==> src/rtl/crash_course_io_debouncer.sv <==
// rtl/crash_course_io_debouncer.sv - per-bit synchroniser and stability-count debouncer feeding the I/O block's io_in
module crash_course_io_debouncer #(
    parameter int WIDTH          = 8,
    parameter int SYNC_STAGES    = 2,
    parameter int DEBOUNCE_COUNT = 4
) (
    input  logic             clk,
    input  logic             async_rst,
    input  logic             clk_en,
    input  logic             system_enabled,
    input  logic [WIDTH-1:0] raw_in,
    output logic [WIDTH-1:0] io_in,
    output logic [WIDTH-1:0] rise_pulse,
    output logic [WIDTH-1:0] fall_pulse,
    output logic             changed
);

    localparam int CNT_WIDTH = $clog2(DEBOUNCE_COUNT + 1);
    localparam logic [CNT_WIDTH-1:0] CNT_MAX = CNT_WIDTH'(DEBOUNCE_COUNT - 1);

    logic [WIDTH-1:0]     sync_q [SYNC_STAGES];
    logic [WIDTH-1:0]     sync_bit;
    logic [CNT_WIDTH-1:0] cnt_q    [WIDTH];
    logic [CNT_WIDTH-1:0] cnt_next [WIDTH];
    logic [WIDTH-1:0]     io_q;
    logic [WIDTH-1:0]     io_next;
    logic [WIDTH-1:0]     rise_q;
    logic [WIDTH-1:0]     rise_next;
    logic [WIDTH-1:0]     fall_q;
    logic [WIDTH-1:0]     fall_next;
    logic                 changed_q;
    logic                 tick;

    assign tick     = clk_en && system_enabled;
    assign sync_bit = sync_q[SYNC_STAGES-1];

    // The synchroniser runs every edge so metastability settling never depends on the enables.
    always_ff @(posedge clk or posedge async_rst) begin
        if (async_rst) begin
            for (int i = 0; i < SYNC_STAGES; i++) begin
                sync_q[i] <= '0;
            end
        end else begin
            sync_q[0] <= raw_in;
            for (int i = 1; i < SYNC_STAGES; i++) begin
                sync_q[i] <= sync_q[i-1];
            end
        end
    end

    always_comb begin
        io_next   = io_q;
        rise_next = '0;
        fall_next = '0;
        for (int b = 0; b < WIDTH; b++) begin
            cnt_next[b] = cnt_q[b];
        end
        if (tick) begin
            for (int b = 0; b < WIDTH; b++) begin
                if (sync_bit[b] == io_q[b]) begin
                    cnt_next[b] = '0;
                end else if (cnt_q[b] == CNT_MAX) begin
                    io_next[b]   = sync_bit[b];
                    cnt_next[b]  = '0;
                    rise_next[b] = sync_bit[b];
                    fall_next[b] = ~sync_bit[b];
                end else begin
                    cnt_next[b] = cnt_q[b] + 1'b1;
                end
            end
        end
    end

    // Pulses load from the combinational accept terms each edge, so they self-clear after one clk.
    always_ff @(posedge clk or posedge async_rst) begin
        if (async_rst) begin
            io_q      <= '0;
            rise_q    <= '0;
            fall_q    <= '0;
            changed_q <= 1'b0;
            for (int b = 0; b < WIDTH; b++) begin
                cnt_q[b] <= '0;
            end
        end else begin
            io_q      <= io_next;
            rise_q    <= rise_next;
            fall_q    <= fall_next;
            changed_q <= |(rise_next | fall_next);
            for (int b = 0; b < WIDTH; b++) begin
                cnt_q[b] <= cnt_next[b];
            end
        end
    end

    assign io_in      = io_q;
    assign rise_pulse = rise_q;
    assign fall_pulse = fall_q;
    assign changed    = changed_q;

endmodule
==> config.mk <==
export PLATFORM = sky130hd
export DESIGN_NAME = crash_course_io_debouncer
export DESIGN_NICKNAME = d
export VERILOG_FILES = /design/src/rtl/crash_course_io_debouncer.sv
export SDC_FILE = /design/constraint.sdc
export NUM_CORES = 1
export LEC_CHECK = 0
export BUFFER_PORTS_ARGS = -buffer_cell sky130_fd_sc_hd__buf_2
export CAP_MARGIN = 25
export CORE_ASPECT_RATIO = 0.75
export CORE_MARGIN = 8
export CORE_UTILIZATION = 55
export DETAILED_ROUTE_END_ITERATION = 6
export HOLD_SLACK_MARGIN = 0.15
export PLACE_DENSITY = 0.77
export SYNTH_ARGS = -nofsm -noshare
export SYNTH_HDL_FRONTEND = slang
export SYNTH_SLANG_ARGS = --single-unit
==> constraint.sdc <==
create_clock -name clk -period 4.9 [get_ports clk]
set_input_delay 0 -clock clk [delete_from_list [all_inputs] [get_ports clk]]
set_output_delay 0 -clock clk [all_outputs]
set_load 0.03 [all_outputs]
### After elaboration in Yosys (flattened, before gate mapping)

Cells that the tools add are included.
Widths: inputs -> output; s select.

* add/subtract/negate cells: 8
* equality and inequality tests: 16
* mux-type cells: 50
* bitwise gates (word level): 17
* reduce and logical (&&, ||, !) cells: 10

Operators by type and width (number)
* $mux 3: 16
* $mux 1: 32
* $add 3x1->3 const B: 8
* $eq 3x2->1 const B: 8
* $reduce_and 3->1: 8
* $mux 8: 2
* $not 1->1: 16
* $eq 1x1->1: 8
* $or 8x8->8: 1
* $reduce_or 8->1: 1
* $logic_and 1x1->1: 1

* register bits: 65
* input port bits: 12

### Logic depth before layout (Yosys ltp)

Gate-level depths: netlist (run 1).

* depth in word-level cells: 6
* mapped depth: 5
* mapped depth without buffers: 5

### Worst setup path after synthesis (run 1)

Ideal clock, no wire load.

* path type: reg2reg
* from: register io_q[3] (netlist: io_in[3])
* to: register io_q[3] (netlist: io_in[3])
* arrival time: 1.358 ns
* setup slack: 3.414 ns
* stages on the path, launching flop included: 4
* path buffers: 0
* clock period less this slack: 1.486 ns
* path through: dfrtp_1 -> xnor2_1 -> nor4b_4 -> mux2_1

* longest elaborated chain between the ends: 3

RTL lines
* from (decl): RTL line 25 `logic [WIDTH-1:0] io_q;`
* from (signal assigned): RTL line 85 `io_q <= io_next;`
* $eq 1x1->1: RTL line 60 `if (sync_bit[b] == io_q[b]) begin`
* $not 1->1 (no source line)
* $reduce_and 3->1 (no source line)

Every way passes these cells.
A chain may end at the register's enable or synchronous reset.

### Final worst setup path (run 1)

* from: register cnt_q[15] in the netlist's numbering
* to: register changed_q (netlist: changed)

* longest elaborated chain between the ends: 6
* elaborated cells between the ends (all ways): 9
* those cells by class: eq/ne: 1; mux: 6; bitwise: 1; reduce/logical: 1

RTL lines
* from (decl): RTL line 23 `logic [CNT_WIDTH-1:0] cnt_q [WIDTH];`
* from (signal, indexed assignment): RTL line 90 `cnt_q[b] <= cnt_next[b];`
* $eq 3x2->1 (*): RTL line 62 `end else if (cnt_q[b] == CNT_MAX) begin`
* $mux 1: RTL line 62
* $mux 1: RTL line 60
* $mux 8: RTL line 58 `if (tick) begin`
* $or 8x8->8 (*): RTL line 88 `changed_q <= |(rise_next | fall_next);`
* $reduce_or 8->1 (*): RTL line 88
* to (signal assigned): RTL line 88
* to (decl): RTL line 31 `logic changed_q;`

Every way passes the cells marked *; elsewhere a longest branch is shown, timed or not.

==> results.txt, run 1 <==
CP Class = flop to flop
vias per inst = 5.03
area of the die = 7110 µm²
core area = 4470 µm²
ys flop type = dfrtp_1
Synth Cell Area = 2560 µm²
FF+latch count, synth = 65
FP Rows = 21
Layout area overhead = 19.3%
Residual DRC = 0
# IOs = 37
EDFF count, synth = 0
Post-Syn Area per Cell = 12.5 µm²
Clock Sinks = 65
total grt overflow = 0
Highest Signal Layer = met4
pwr/cell area = 465 nW/µm²
Crit Path Max Fanout = 4
dpl cells = 293
clock network fraction of total power = 27.8%
total global-route track usage = 13.6%
Psw = 0.000443 W
top-count cell post-synth = dfrtp_1
TritonRoute pass-1 iters = 4
final setup skew = 7.66 ps
sequential share of power = 48.9%
main area contributors after synthesis = dfrtp_1 64%, ha_1 3.9%, nor4b_4 3.7%, nand2_1 3.7%, and2_1 2.9%
Total Wirelength = 4240 µm
metal3 WL = 269 µm
worst endpoint data arrival time = 1720 ps
Synth Instances = 204
Yosys top cell area share = 63.6%
sequential-to-total area share from yosys stat = 63.6%
Yosys cell types = 23
YS warnings = 0
worst slew pin tran = 799 ps
initial antenna violation count = 0
HPWL after DPL = 2850 µm
initial core utilization = 57.3%
vias in the first global route = 1693
first-pass GRT wire length = 7270 µm
maximum clock path buffer count = 2
H-Tree Depth = 3
WL per Instance = 13.4 µm
Synth area leader = dfrtp_1
largest net degree at the start of global routing = 66
R2R setup slack = 3390 ps
Slew Viols, Final = 0
Antenna diodes = 0
synth cell count leaders = 65 x dfrtp_1, 25 x nand2_1, 15 x nor2_1
relative slew slack = 46.7%
GPL Wtd Cong = 0.701
Final Non-Filler Cells = 315
final hold vios = 0
Comb power frac = 23.3%
Mapped Nets = 224
Hold WC Path Type = input pin to flop
die height = 75.1 µm
Reg clk slew, reported paths = 60 ps
Critical Path RT = 5110 ps
nature of the critical path endpoint = flop
I/O Buffers = 36
Total Power = 0.00142 W
period utilisation layout = 30.9%
Root Driver = clkbuf_8
Via Count = 1584
Peak VDD IR = 0.292 mV
DIE WIDTH = 94.8 µm
Setup TNS = 0 ps
asr flop ratio synth = 100%
Nets = 276
Post-CTS Resized = 0
critical path startpoint category = flop
cts bufs inserted = 9
metal2 WL = 2130 µm
sw frac = 31.2%
post-route ant nets = 0
Leak = 1.55 nW
endpoints failing setup = 0
RSZ-0062 raised after global routing = false
Period minus WS final = 1510 ps
CTS tree = yes
Clk Latency, worst-skew pair = 330 ps
outcome = finished clean
Max Cap Viol = 0
initial DRC count = 68
share of layout cells above drive strength 1 = 24.0%
Pint = 0.000977 W
wire length on met1 = 1780 µm
Fmax achieved = 0.661 GHz
[per-layer routing]
metal	up-vias	global-route usage, %
met2	25	24.1
li1	783	-
met5	-	0
met3	7	7.07
met4	0	5.86
met1	769	13.2
[power groups by stage]
stage,clock network (W),logic (W),registers [W]
2_1_floorplan,0,0.000201,0.000745
3_3_place_gp,0,0.000318,0.000697
3_5_place_dp,0,0.000329,0.000705
4_1_cts,0.000404,0.000336,0.000696
5_1_grt,0.000427,0.000379,0.000708
6_report,0.000395,0.000331,0.000694
[cell type report]
class / count / area (µm²)
clock buffer: 13 / 169
fill: 342 / 1410
inverter: 6 / 22.5
multi-input combinational: 128 / 886
sequential: 65 / 1630
tap: 57 / 71.3
timing repair buffer: 46 / 278
[path summary, 6_finish.rpt]
| kind | startpoint | to | cells after the start |
|---|---|---|---|
| worst max-delay path | cnt_q[15]$_DFFE_PP0P_ | changed$_DFF_PP0_ | 5 |
| worst min-delay path | system_enabled | cnt_q[10]$_DFFE_PP0P_ | 4 |
| worst max register to register | cnt_q[15]$_DFFE_PP0P_ | changed$_DFF_PP0_ | 5 |
| worst min register to register | sync_q[15]$_DFF_PP0_ | sync_bit[7]$_DFF_PP0_ | 0 |
| max in group asynchronous | async_rst | sync_bit[2]$_DFF_PP0_ | 4 |
| min in group asynchronous | async_rst | sync_q[10]$_DFF_PP0_ | 4 |
[through the flow]
stage               setup WS [ps]  utilization, %  hold slack (ps)  instance area (µm²)
floorplan                    3270               -             31.4                 2560
global placement             3390            62.5              108                 2790
detailed placement           3380            62.5              109                 2790
CTS                          3370            68.3              242                 3050
global route                 3290            68.3              287                 3050
finish                       3390            68.3              257                 3050
[layout by cell type (no fill, tap or decap), drive strengths merged, types with 5 or more instances in the layout]
| cell type | netlist | final |
|---|---|---|
| buf | 4 | 37 |
| clkbuf | 1 | 13 |
| nand2 | 26 | 26 |
| xnor2 | 8 | 8 |
| ha | 8 | 8 |
| a21o | 5 | 5 |
| dfrtp | 65 | 65 |
| nor2 | 15 | 15 |
| mux2 | 8 | 8 |
| inv | 6 | 6 |
| nor4 | 6 | 6 |
| nor2b | 8 | 8 |
| o21ai | 11 | 11 |
| and2 | 12 | 12 |
| dlygate4sd3 | 0 | 9 |
[logic make-up after synthesis]
group	synth area share [%]
xor gates and xnor gates	2.74
buffers and inverters	1.81
adders and majority gates	3.91
muxes	3.52
DFF	63.6
AOI/OAI and AO/OA	4.40
and+or+nand+nor	20.0
[critical path, stage by stage, from the launching register on]
cell     delay (ps)
dfrtp_1         400
ha_1            210
nor2b_1         140
nor3b_2         180
nor4_1          390
nand2_1          80
[state kept, by name (all words and copies together), names as in the netlist]
signal	count
sync_q	8
sync_bit	8
cnt_q	24
fall_pulse	8
changed	1
rise_pulse	8
io_in	8
[timing repair]
item / CTS / global route
endpoints found under the setup margin: 0 / 0
hold endpoints to repair: 73 / 0
setup buffers: 0 / 0
hold buffers: 9 / 0
Power figures use the tool's default switching activity.
==> inputs of run 2 (changes only) <==
--- a/config.mk
+++ b/config.mk
@@ -9,10 +9,10 @@
 export CAP_MARGIN = 25
 export CORE_ASPECT_RATIO = 0.75
 export CORE_MARGIN = 8
-export CORE_UTILIZATION = 55
+export CORE_UTILIZATION = 50
 export DETAILED_ROUTE_END_ITERATION = 6
 export HOLD_SLACK_MARGIN = 0.15
-export PLACE_DENSITY = 0.77
+export PLACE_DENSITY = 0.74
 export SYNTH_ARGS = -nofsm -noshare
 export SYNTH_HDL_FRONTEND = slang
 export SYNTH_SLANG_ARGS = --single-unit
==> constraint.sdc (replaced) <==
create_clock -name clk -period 1.2 [get_ports clk]
set_input_delay 0 -clock clk [delete_from_list [all_inputs] [get_ports clk]]
set_output_delay 0 -clock clk [all_outputs]
set_load 0.03 [all_outputs]
==> run 2 against run 1 <==
- the flow now finishes with violations (setup timing)
- fmax up 4.3%
- critical path depth shrank 2
- sequential power rose to 4.2 times the previous value
- combinational power rose to 8.4 times the previous value
- via count is 22% higher
- die area rose by 8.0%
- largest cell class unchanged
- highest routed layer unchanged
==> results.txt, run 2 (same netlist as run 1, synthesis figures left out) <==
metal2 WL = 3230 µm
nature of the critical path endpoint = flop
Setup TNS = -2350 ps
RSZ-0062 raised after global routing = true
final setup skew = 7.83 ps
violated checks = setup timing
share of layout cells above drive strength 1 = 53.9%
CP cell instances = xnor2_4 -> nor4b_4 -> mux2_4
crit path from = io_in[4]$_DFFE_PP0P_
worst endpoint data arrival time = 1680 ps
Reg clk slew, reported paths = 70 ps
total global-route track usage = 16.3%
CP peak stage delay = 440 ps
Leak = 1.92 nW
critical path startpoint category = flop
max FFs per register = 24
Highest Signal Layer = met4
core area = 4900 µm²
Period minus WS final = 1450 ps
worst slew pin tran = 460 ps
FP Rows = 22
Critical Path RT = 1430 ps
Root Driver = clkbuf_8
CTS tree = yes
Hold WC Path Type = input pin to flop
Antenna diodes = 0
most frequent cells in the layout = 55 x dfrtp_1, 49 x buf_4, 36 x buf_2
I/O Buffers = 36
HP Start = system_enabled
pwr/cell area = 1950 nW/µm²
Layout area overhead = 52.2%
DIE WIDTH = 98.6 µm
die height = 78.0 µm
Buf/Inv on CP = 0
Residual DRC = 0
wire length on met1 = 2400 µm
Max Cap Viol = 0
area occupied by multi-input gates = 1210 µm²
outcome = complete, but fails checks
H-Tree Depth = 3
post-route ant nets = 0
Reg with most FFs = cnt_q
final hold vios = 0
Clock Sinks = 65
TritonRoute pass-1 iters = 4
CP Class = flop to flop
HPWL after DPL = 3540 µm
cell family with most CP delay = flip-flops
number of fill cells = 270
Via Count = 1938
endpoints failing setup = 26
WL per Instance = 16.2 µm
metal3 WL = 299 µm
Peak VDD IR = 1.30 mV
Worst path slowest cell = dfrtp_2
period utilisation layout = 121%
Fmax achieved = 0.690 GHz
vias in the first global route = 2086
maximum clock path buffer count = 2
initial antenna violation count = 0
GPL Wtd Cong = 0.749
dpl cells = 345
fin worst setup slack = -250 ps
Total Wirelength = 6100 µm
initial DRC count = 90
DP Worst Slack = -336 ps
largest net degree at the start of global routing = 30
initial core utilization = 52.2%
Slew Viols, Final = 0
cts bufs inserted = 9
RR Startpoint = io_in[4]$_DFFE_PP0P_
Crit Path Max Fanout = 4
Clk Latency, worst-skew pair = 340 ps
Nets = 332
vias per inst = 5.14
total grt overflow = 0
Sequential cell area = 1640 µm²
# IOs = 37
area of the die = 7690 µm²
most common cell after layout, fill and taps aside = dfrtp_1
first-pass GRT wire length = 9670 µm
Final Non-Filler Cells = 377
relative slew slack = 69.3%
-- run 2: cell count changes in the layout (fill, tap and decap cells not counted), moves of 7 or more --
| cell | delta |
|---|---|
| buf_4 | +48 |
| dfrtp_1 | -10 |
| dfrtp_2 | +10 |
| ha_1 | -8 |
| ha_2 | +7 |
| mux2_4 | +7 |
| xnor2_1 | -8 |
-- run 2: power by group --
group	total (W)	switching (W)	internal (W)
sequential	0.00293	0.000344	0.00259
combinational	0.00279	0.00128	0.00152
clock	0.00185	0.000786	0.00107
-- run 2: layer usage --
| layer | up-vias | GRT usage [%] |
|---|---|---|
| met2 | 50 | 28.3 |
| met1 | 970 | 17.0 |
| met4 | 0 | 9.01 |
| met3 | 15 | 5.97 |
| li1 | 903 | - |
| met5 | - | 0 |
-- run 2: worst paths after layout --
path | endpoint | slack (ps) | cells past startpoint
worst max-delay path | io_in[4]$_DFFE_PP0P_ | -250 | 3
worst max register to register | io_in[4]$_DFFE_PP0P_ | -250 | 3
worst min-delay path | cnt_q[9]$_DFFE_PP0P_ | 210 | 4
worst min register to register | sync_bit[4]$_DFF_PP0_ | 350 | 0
min in group asynchronous | fall_pulse[5]$_DFF_PP0_ | 230 | 3
max in group asynchronous | io_in[0]$_DFFE_PP0P_ | 480 | 4
-- run 2: final cells by class --
class | count | share of cell area (%)
clock inverters | 3 | 1.03
clock buffers | 13 | 4.08
repair buffers | 102 | 19.2
well taps | 60 | 1.93
flip-flops and latches | 65 | 42.1
multi-input cells | 128 | 31.0
inverters | 6 | 0.675
-- run 2: worst min-delay path, stage by stage --
cell	delay, ps
buf_2	110
nand2_4	210
nand2_1	130
o21ai_1	50
-- run 2: what timing repair did --
item                                    CTS  global route
hold buffers                              9             0
gates resized for setup                  25            35
pin swaps                                 7            26
endpoints found under the setup margin   24            37
buffers inserted                          3             7
hold endpoints to repair                 73             0
-- run 2: through the flow --
| stage | total power (W) | utilization (%) | hold WS [ps] | cell area, µm² |
|---|---|---|---|---|
| after floorplan | 0.00406 | - | 31.4 | 2680 |
| after global placement | 0.00488 | 67.5 | 33.1 | 3310 |
| after detailed placement | 0.00501 | 67.5 | 36.6 | 3310 |
| after CTS | 0.00714 | 76.1 | 198 | 3730 |
| after global routing | 0.00798 | 79.5 | 241 | 3890 |
| final | 0.00758 | 79.5 | 208 | 3890 |
==> inputs of run 3 (changes only) <==
--- a/config.mk
+++ b/config.mk
@@ -13,6 +13,8 @@
 export DETAILED_ROUTE_END_ITERATION = 6
 export HOLD_SLACK_MARGIN = 0.15
 export PLACE_DENSITY = 0.74
+export RECOVER_POWER = 25
+export SKIP_CTS_REPAIR_TIMING = 1
 export SYNTH_ARGS = -nofsm -noshare
 export SYNTH_HDL_FRONTEND = slang
 export SYNTH_SLANG_ARGS = --single-unit
==> run 3 against run 2 <==
- the run still ends with setup timing left
- die area is the same
- routed wire length rose by 4.2%
- combinational power decreased by 3%
- clock skew up 3.8 ps
- setup slack got worse by 23 ps
- register-to-register slack worse by 20 ps
- sequential share of layout area is 0.44 points higher
==> results.txt, run 3 (same netlist as run 1, synthesis figures left out) <==
CP peak stage delay = 460 ps
# IOs = 37
RSZ-0062 raised after global routing = true
Max Cap Viol = 0
post-layout util = 78.7%
global-route track usage on met3 = 4.99%
worst endpoint data arrival time = 1700 ps
DP Worst Slack = -336 ps
Reg clk slew, reported paths = 70 ps
Layout area overhead = 50.6%
violated checks = setup timing
Peak VDD IR = 1.17 mV
largest net degree at the start of global routing = 30
final hold vios = 0
TritonRoute pass-1 iters = 4
Via Count = 1952
CTS tree = yes
most frequent cells in the layout = 55 x dfrtp_1, 53 x buf_4, 35 x buf_2
DIE WIDTH = 98.6 µm
Critical Path RT = 1430 ps
HPWL after DPL = 3540 µm
busiest layer in global routing = met2
share of layout cells above drive strength 1 = 51.6%
WL per Instance = 16.8 µm
final setup skew = 11.6 ps
Nets = 333
total global-route track usage = 14.6%
initial antenna violation count = 0
Antenna diodes = 0
Root Driver = clkbuf_8
CP cell instances = xnor2_4 -> nor4b_4 -> mux2_4
worst slew pin tran = 949 ps
Crit Path Max Fanout = 4
first-pass GRT wire length = 8690 µm
CP Class = flop to flop
Leak = 1.92 nW
GPL Wtd Cong = 0.749
Slew Viols, Final = 0
Clock Sinks = 65
period utilisation layout = 123%
vias per inst = 5.16
relative slew slack = 36.4%
fin worst setup slack = -273 ps
Hold WC Path Type = input pin to flop
Residual DRC = 0
H-Tree Depth = 3
Reg with most FFs = cnt_q
initial core utilization = 52.2%
number of fill cells = 292
core area = 4900 µm²
Total Wirelength = 6350 µm
total grt overflow = 0
Setup TNS = -2820 ps
maximum clock path buffer count = 2
dpl cells = 345
GR Layer Usage met1 = 15.9%
critical path startpoint category = flop
vias in the first global route = 1928
nature of the critical path endpoint = flop
most common cell after layout, fill and taps aside = dfrtp_1
I/O Buffers = 36
Worst path slowest cell = dfrtp_2
die height = 78.0 µm
Clk Latency, worst-skew pair = 350 ps
Final Non-Filler Cells = 378
area of the die = 7690 µm²
post-route ant nets = 0
FP Rows = 22
max FFs per register = 24
met2 Use GR = 24.1%
endpoints failing setup = 27
Buf/Inv on CP = 0
initial DRC count = 107
cts bufs inserted = 9
outcome = complete, but fails checks
Period minus WS final = 1470 ps
pwr/cell area = 1950 nW/µm²
cell family with most CP delay = flip-flops
Fmax achieved = 0.679 GHz
==> run 3: changes by cell type in the layout (fill, tap and decap cells not counted), moves of 2 or more <==
cell / before / now
nor2_1: 10 / 15
buf_4: 49 / 53
buf_6: 6 / 3
nor2_2: 3 / 0
mux2_4: 7 / 5
nor2_4: 2 / 0
==> run 3: path summary, 6_finish.rpt <==
kind	from	end	slack, ps	cells after the start
min reg2reg	sync_q[12]$_DFF_PP0_	sync_bit[4]$_DFF_PP0_	350	0
min	system_enabled	cnt_q[9]$_DFFE_PP0P_	210	4
max	sync_bit[4]$_DFF_PP0_	io_in[4]$_DFFE_PP0P_	-270	3
max in group asynchronous	async_rst	io_in[4]$_DFFE_PP0P_	230	4
min in group asynchronous	async_rst	rise_pulse[5]$_DFF_PP0_	350	3
max reg2reg	sync_bit[4]$_DFF_PP0_	io_in[4]$_DFFE_PP0P_	-270	3
==> run 3: area by class of cell <==
class	instances	area [µm²]	share of cell area [%]
Clock buffer	13	159	4.12
Clock inverter	3	40.0	1.04
Inverter	6	23.8	0.617
Multi-Input combinational cell	128	1180	30.5
Sequential cell	65	1640	42.5
Tap cell	60	75.1	1.95
Timing Repair Buffer	103	741	19.2
==> run 3: metrics by stage <==
step	power (W)	hold WS (ps)	cell area (µm²)
floorplan	0.00406	31.4	2680
global placement	0.00488	33.1	3310
detailed placement	0.00501	36.6	3310
CTS	0.00690	-333	3510
global route	0.00789	242	3850
finish	0.00751	214	3850
==> run 3: tightest hold or removal path, stage by stage <==
cell and delay (ps):
buf_2 110, nand2_4 220, nand2_1 140, o21ai_1 50
==> run 3: report_power, final <==
part	switching [W]	total [W]	internal, W
logic	0.00124	0.00270	0.00145
clock network	0.000804	0.00187	0.00107
registers	0.000357	0.00294	0.00259
==> run 3: layer usage <==
| layer | share of wire, % | wire, µm |
|---|---|---|
| met1 | 40 | 2550 |
| met2 | 51 | 3250 |
| met3 | 5.1 | 323 |
| met4 | 3.7 | 232 |
| met5 | 0 | 0 |
